===== src/rtl/bl_wl_config_loader.sv =====
`default_nettype none
// ============================================================================
// Module      : bl_wl_config_loader
// Description : Streams a bitstream into NUM_BL-bit bit-line frames and strobes
//               the word lines one row at a time to program the fabric.
// Revision    : 1.0 - initial release
// ============================================================================
module bl_wl_config_loader #(
    parameter int NUM_BL   = 514,
    parameter int NUM_WL   = 407,
    parameter int DATA_W   = 32,
    parameter int WL_PULSE = 2
) (
    input  logic              clk,
    input  logic              global_resetn,
    input  logic              start,
    input  logic [DATA_W-1:0] in_data,
    input  logic              in_valid,
    output logic              in_ready,
    output logic [NUM_BL-1:0] bl,
    output logic [NUM_WL-1:0] wl,
    output logic              busy,
    output logic              done
);

    localparam int W     = (NUM_BL + DATA_W - 1) / DATA_W;
    localparam int WC_W  = (W > 1)        ? $clog2(W)        : 1;
    localparam int ROW_W = (NUM_WL > 1)   ? $clog2(NUM_WL)   : 1;
    localparam int PC_W  = (WL_PULSE > 1) ? $clog2(WL_PULSE) : 1;

    localparam logic [WC_W-1:0]  LAST_WORD  = WC_W'(W - 1);
    localparam logic [ROW_W-1:0] LAST_ROW   = ROW_W'(NUM_WL - 1);
    localparam logic [PC_W-1:0]  LAST_PULSE = PC_W'(WL_PULSE - 1);

    typedef enum logic [2:0] {
        S_IDLE  = 3'd0,
        S_LOAD  = 3'd1,
        S_SETUP = 3'd2,
        S_PULSE = 3'd3,
        S_HOLD  = 3'd4,
        S_DONE  = 3'd5
    } state_t;

    state_t             state_q, state_d;
    logic [ROW_W-1:0]   row_q,   row_d;
    logic [WC_W-1:0]    word_q,  word_d;
    logic [PC_W-1:0]    pcnt_q,  pcnt_d;
    logic [NUM_BL-1:0]  bl_q,    bl_d;
    logic [NUM_WL-1:0]  wl_q,    wl_d;
    logic               busy_q,  busy_d;
    logic               done_q,  done_d;

    logic [NUM_BL-1:0]  wr_en;
    logic [NUM_BL-1:0]  wr_data;
    logic [NUM_WL-1:0]  row_hot;

    // Each bit-line has a fixed home word and lane; bits past NUM_BL simply have no home.
    for (genvar b = 0; b < NUM_BL; b++) begin : g_bl_map
        assign wr_en[b]   = (word_q == WC_W'(b / DATA_W));
        assign wr_data[b] = in_data[b % DATA_W];
    end

    for (genvar r = 0; r < NUM_WL; r++) begin : g_wl_dec
        assign row_hot[r] = (row_q == ROW_W'(r));
    end

    always_comb begin
        state_d = state_q;
        row_d   = row_q;
        word_d  = word_q;
        pcnt_d  = pcnt_q;
        bl_d    = bl_q;
        wl_d    = wl_q;

        case (state_q)
            S_IDLE: begin
                row_d  = '0;
                word_d = '0;
                bl_d   = '0;
                wl_d   = '0;
                if (start) state_d = S_LOAD;
            end
            S_LOAD: begin
                if (in_valid) begin
                    bl_d = (bl_q & ~wr_en) | (wr_data & wr_en);
                    if (word_q == LAST_WORD) begin
                        word_d  = '0;
                        state_d = S_SETUP;
                    end else begin
                        word_d = word_q + WC_W'(1);
                    end
                end
            end
            S_SETUP: begin
                wl_d    = row_hot;
                pcnt_d  = '0;
                state_d = S_PULSE;
            end
            S_PULSE: begin
                if (pcnt_q == LAST_PULSE) begin
                    wl_d    = '0;
                    state_d = S_HOLD;
                end else begin
                    pcnt_d = pcnt_q + PC_W'(1);
                end
            end
            S_HOLD: begin
                if (row_q == LAST_ROW) begin
                    bl_d    = '0;
                    state_d = S_DONE;
                end else begin
                    row_d   = row_q + ROW_W'(1);
                    word_d  = '0;
                    state_d = S_LOAD;
                end
            end
            S_DONE: begin
                bl_d = '0;
                wl_d = '0;
                if (start) begin
                    row_d   = '0;
                    word_d  = '0;
                    state_d = S_LOAD;
                end
            end
            default: state_d = S_IDLE;
        endcase

        // Status flags are registered from the next state so they line up with bl/wl.
        busy_d = (state_d == S_LOAD) || (state_d == S_SETUP) ||
                 (state_d == S_PULSE) || (state_d == S_HOLD);
        done_d = (state_d == S_DONE);
    end

    always_ff @(posedge clk or negedge global_resetn) begin
        if (!global_resetn) begin
            state_q <= S_IDLE;
            row_q   <= '0;
            word_q  <= '0;
            pcnt_q  <= '0;
            bl_q    <= '0;
            wl_q    <= '0;
            busy_q  <= 1'b0;
            done_q  <= 1'b0;
        end else begin
            state_q <= state_d;
            row_q   <= row_d;
            word_q  <= word_d;
            pcnt_q  <= pcnt_d;
            bl_q    <= bl_d;
            wl_q    <= wl_d;
            busy_q  <= busy_d;
            done_q  <= done_d;
        end
    end

    assign in_ready = (state_q == S_LOAD);
    assign bl       = bl_q;
    assign wl       = wl_q;
    assign busy     = busy_q;
    assign done     = done_q;

endmodule
`default_nettype wire


===== config.mk =====
export PLATFORM = sky130hd
export DESIGN_NAME = bl_wl_config_loader
export DESIGN_NICKNAME = d
export VERILOG_FILES = /design/src/rtl/bl_wl_config_loader.sv
export SDC_FILE = /design/constraint.sdc
export NUM_CORES = 2
export LEC_CHECK = 0
export ABC_AREA = 0
export BUFFER_PORTS_ARGS = -buffer_cell sky130_fd_sc_hd__buf_4
export CORE_AREA = 2 2 374 376
export DETAILED_ROUTE_END_ITERATION = 10
export DIE_AREA = 0 0 376 378
export GPL_ROUTABILITY_DRIVEN = 0
export GPL_TIMING_DRIVEN = 0
export HOLD_SLACK_MARGIN = 0.1
export MAX_ROUTING_LAYER = met4
export SYNTH_ARGS = -nofsm -noshare
export SYNTH_HDL_FRONTEND = slang
export SYNTH_SLANG_ARGS = --single-unit

===== constraint.sdc =====
create_clock -name clk -period 2.04 [get_ports clk]
set_input_delay 0.204 -clock clk [delete_from_list [all_inputs] [get_ports clk]]
set_output_delay 0.204 -clock clk [all_outputs]
set_load 0.05 [all_outputs]

==> reports/metrics.csv <==
stage,metric,value,unit
critical_path,r2r-start,state_q[0],
die,row_count,137,
sta,fin_ws,-238,ps
run_status,status,"complete, but fails checks",
cells_and_area,syn_to_final_growth,47.0,%
cells_and_area,fin_util,0.410,
routing,drtIter0Drc,3957,
job,cap_violations,5,
synthesis,yosysSeqAreaShare,0.610,
die,ios,960,
sta,fin_crit_sh,1.12,
critical_path,cpMaxStageDelayCell,clkbuf_1,
routing,firstDrtPassIters,6,
synthesis,synth-edff-count,0,
pwr,p_leak,0.0266,uW
synthesis,ys_ff_latch,941,
critical_path,worstPathRequired,2670,ps
critical_path,crit_chain,dlygate4sd3_1 > clkbuf_1 > clkbuf_1 > nand3_1 > a21oi_2,
critical_path,path_max_fanout,10,
sta,holdWs,-483,ps
die,dieArea,142000,sq um
cells_and_area,fillers,13343,
routing,route.detailed.drc,0,
grt,grt_max_degree,117,
pwr,ir_worst_vdd,1190,uV
clock_network,clk_pin_slew_worst_paths,60,ps
grt,grt_pass1_wl,277,mm
synthesis,async_flop_share,1.00,
routing,drtAntennaViolNets,0,
place,pre_cts_slack,-1100,ps
sta,fmax,439,MHz
critical_path,crit_top_cell,clkbuf_1,
synthesis,netlist_area,38600,sq um
routing,num_vias,37343,
sta,rsz0062_at_grt,true,
sta,final-setup-viol-count,843,
clock_network,numCtsBuffers,104,
place,dp_hpwl,144,mm
sta,worstMarginPinSlew,1670,ps
place,io_buffers,927,
place,place_inst,6339,
run_status,violations,"hold timing, capacitance limit, slew limit, setup timing",
clock_network,holdBufCountCts,33,
sta,slew_headroom,-0.115,
sta,timing.final.crit_period,2280,ps
critical_path,start_kind,primary input,
synthesis,synth_flop_cell,dfrtp_1,
synthesis,avgSynthCellArea,10.7,sq um
die,start_util,0.279,
sta,hold_viol_final,113,
die,die_w,376,microns
critical_path,max_stage_delay,1220,ps
clock_network,cts_tree,built,
clock_network,cts_root_buffer,clkbuf_16,
grt,grt_pass1_vias,35953,
critical_path,end_kind,flop,
grt,antenna_found_initial,9,
cells_and_area,drive_above_1_share,0.389,
grt,grt.overflow.total,0,
sta,drv_slew,44,
routing,routedWlPerCell,30.1,microns
routing,drt_wl_total,202,mm
sta,skew,52.8,ps
critical_path,worst-path-buf-inv,3,
synthesis,yosysWarnings,0,
cells_and_area,layoutNonFillerInstCount,6700,
synthesis,syn_inst,3593,
critical_path,crit_family,buffers and inverters,
grt,grt_usage,0.279,
synthesis,ys_types,60,
clock_network,clk_latency,750,ps
die,placeableCoreArea,139000,sq um
hold_path,hold_path_class,primary input to async pin,
critical_path,critical_path.startpoint,in_data[11],
pwr,power.density,1520,nW/um^2
critical_path,arrival,2900,ps
routing,via_per_inst,5.57,
die,dieHeight,378,microns
synthesis,syn_nets,3639,
clock_network,htree_levels,3,
clock_network,cts.sinks,941,
cells_and_area,fin_nets,4845,
clock_network,cts_buffer_depth,3,
critical_path,critical_path_class,primary input to flop,
[cell families after synthesis]
| family | Yosys count | synth area share |
|---|---|---|
| adders and majority gates | 10 | 0.00324 |
| xor gates and xnor gates | 3 | 0.000680 |
| muxes | 3 | 0.000907 |
| DFF | 941 | 0.610 |
| buffers and inverters | 462 | 0.0553 |
| and+or+nand+nor | 700 | 0.0986 |
| AOI/OAI and AO/OA | 1474 | 0.232 |
[state kept, by name, indices dropped and copies added (netlist names)]
| name | flops |
|---|---|
| bl | 514 |
| wl | 407 |
| row_q | 9 |
| word_q | 5 |
| state_q | 3 |
| busy | 1 |
| done | 1 |
| pcnt_q | 1 |
[repair_timing]
action / in CTS / in global routing
endpoints found under the hold margin: 367 / 113
cloned: 15 / 7
gates resized for setup: 844 / 408
setup endpoints to repair: 939 / 930
setup buffers: 88 / 20
pin swaps: 71 / 44
[cells in the final DEF (no fill, tap or decap), types with 6 or more instances in the layout]
master,instances
a21oi_2,45
o21ai_1,226
clkbuf_1,81
a21oi_1,473
clkbuf_2,47
nand3_2,11
clkbuf_4,38
nand2_1,35
dlygate4sd3_1,31
a22o_1,393
o21ai_2,76
dfrtp_2,9
buf_8,32
o31ai_1,7
clkinvlp_4,6
clkinv_2,16
nor2_4,32
clkbuf_8,56
buf_4,1115
nor4_4,20
nand2b_1,7
buf_6,82
bufinv_16,13
diode_2,10
nor3_4,6
nand3_1,508
buf_2,50
buf_12,32
or4_4,15
buf_16,15
o21ai_0,231
clkbuf_16,118
dfrtp_1,932
nor2_1,14
[Yosys cell counts, drive strengths merged, types with 2 or more instances]
| library cell | number | share of area |
|---|---|---|
| a21oi | 518 | 0.067 |
| or4 | 15 | 0.0031 |
| inv | 10 | 0.00097 |
| nand2b | 15 | 0.0024 |
| mux2i | 2 | 0.00052 |
| nor3b | 2 | 0.00081 |
| xnor2 | 3 | 0.00068 |
| or3b | 2 | 0.00045 |
| nor2 | 49 | 0.0055 |
| o211ai | 2 | 0.00065 |
| or2 | 4 | 0.00065 |
| nor4b | 4 | 0.0016 |
| nand2 | 38 | 0.0037 |
| clkbuf | 234 | 0.023 |
| nor4 | 25 | 0.0080 |
| o31ai | 8 | 0.0019 |
| a21boi | 2 | 0.00039 |
| buf | 218 | 0.031 |
| ha | 10 | 0.0032 |
| and3 | 3 | 0.00049 |
| nand4 | 4 | 0.00065 |
| a22o | 393 | 0.089 |
| nor3 | 9 | 0.0021 |
| o31a | 2 | 0.00045 |
| nand3 | 524 | 0.068 |
| nor2b | 3 | 0.00049 |
| o21ai | 538 | 0.070 |
| dfrtp | 941 | 0.61 |
| a31oi | 2 | 0.00032 |
[path summary, 6_finish.rpt]
path	end	slack (ps)	cells after the start
max	bl[491]	-240	5
min	wl[372]	-480	2
max reg2reg	wl[4]	-150	8
min reg2reg	wl[250]	490	2
max in group asynchronous	bl[351]	190	5
min in group clk	bl[18]	190	3
[power breakdown]
group	internal [uW]	switching, uW
Clock	11900	8540
Combinational	11900	28700
Sequential	22500	2680
[per-layer routing]
metal / routed length (microns) / GRT usage
met2: 92500 / 0.429
met5: 0 / -
met3: 21800 / 0.0944
met4: 11700 / 0.142
met1: 75600 / 0.324
[metrics by stage]
stage               total power, uW  hold WS [ps]  instance area, sq um  setup TNS [ps]
floorplan                     45800         -91.6                 38600               0
global placement              58800           469                 47800               -
detailed placement            59200           311                 48200         -768270
CTS                           82700          -491                 55500          -38340
global route                  88800          -452                 56800          -90770
finish                        86200          -483                 56800          -48780
[cell type report]
cell class | instances | area [sq um] | share of cell area
plain buffers | 450 | 3960 | 0.0697
well taps | 1807 | 2260 | 0.0398
clock buffers | 147 | 2980 | 0.0526
clock inverters | 43 | 679 | 0.0120
repair buffers | 1102 | 9030 | 0.159
diodes | 10 | 25.0 | 0.000441
flip-flops and latches | 941 | 23600 | 0.415
inverters | 10 | 45.0 | 0.000794
multi-input cells | 2190 | 14200 | 0.251
Note: power is estimated with default switching activity, not from simulation.
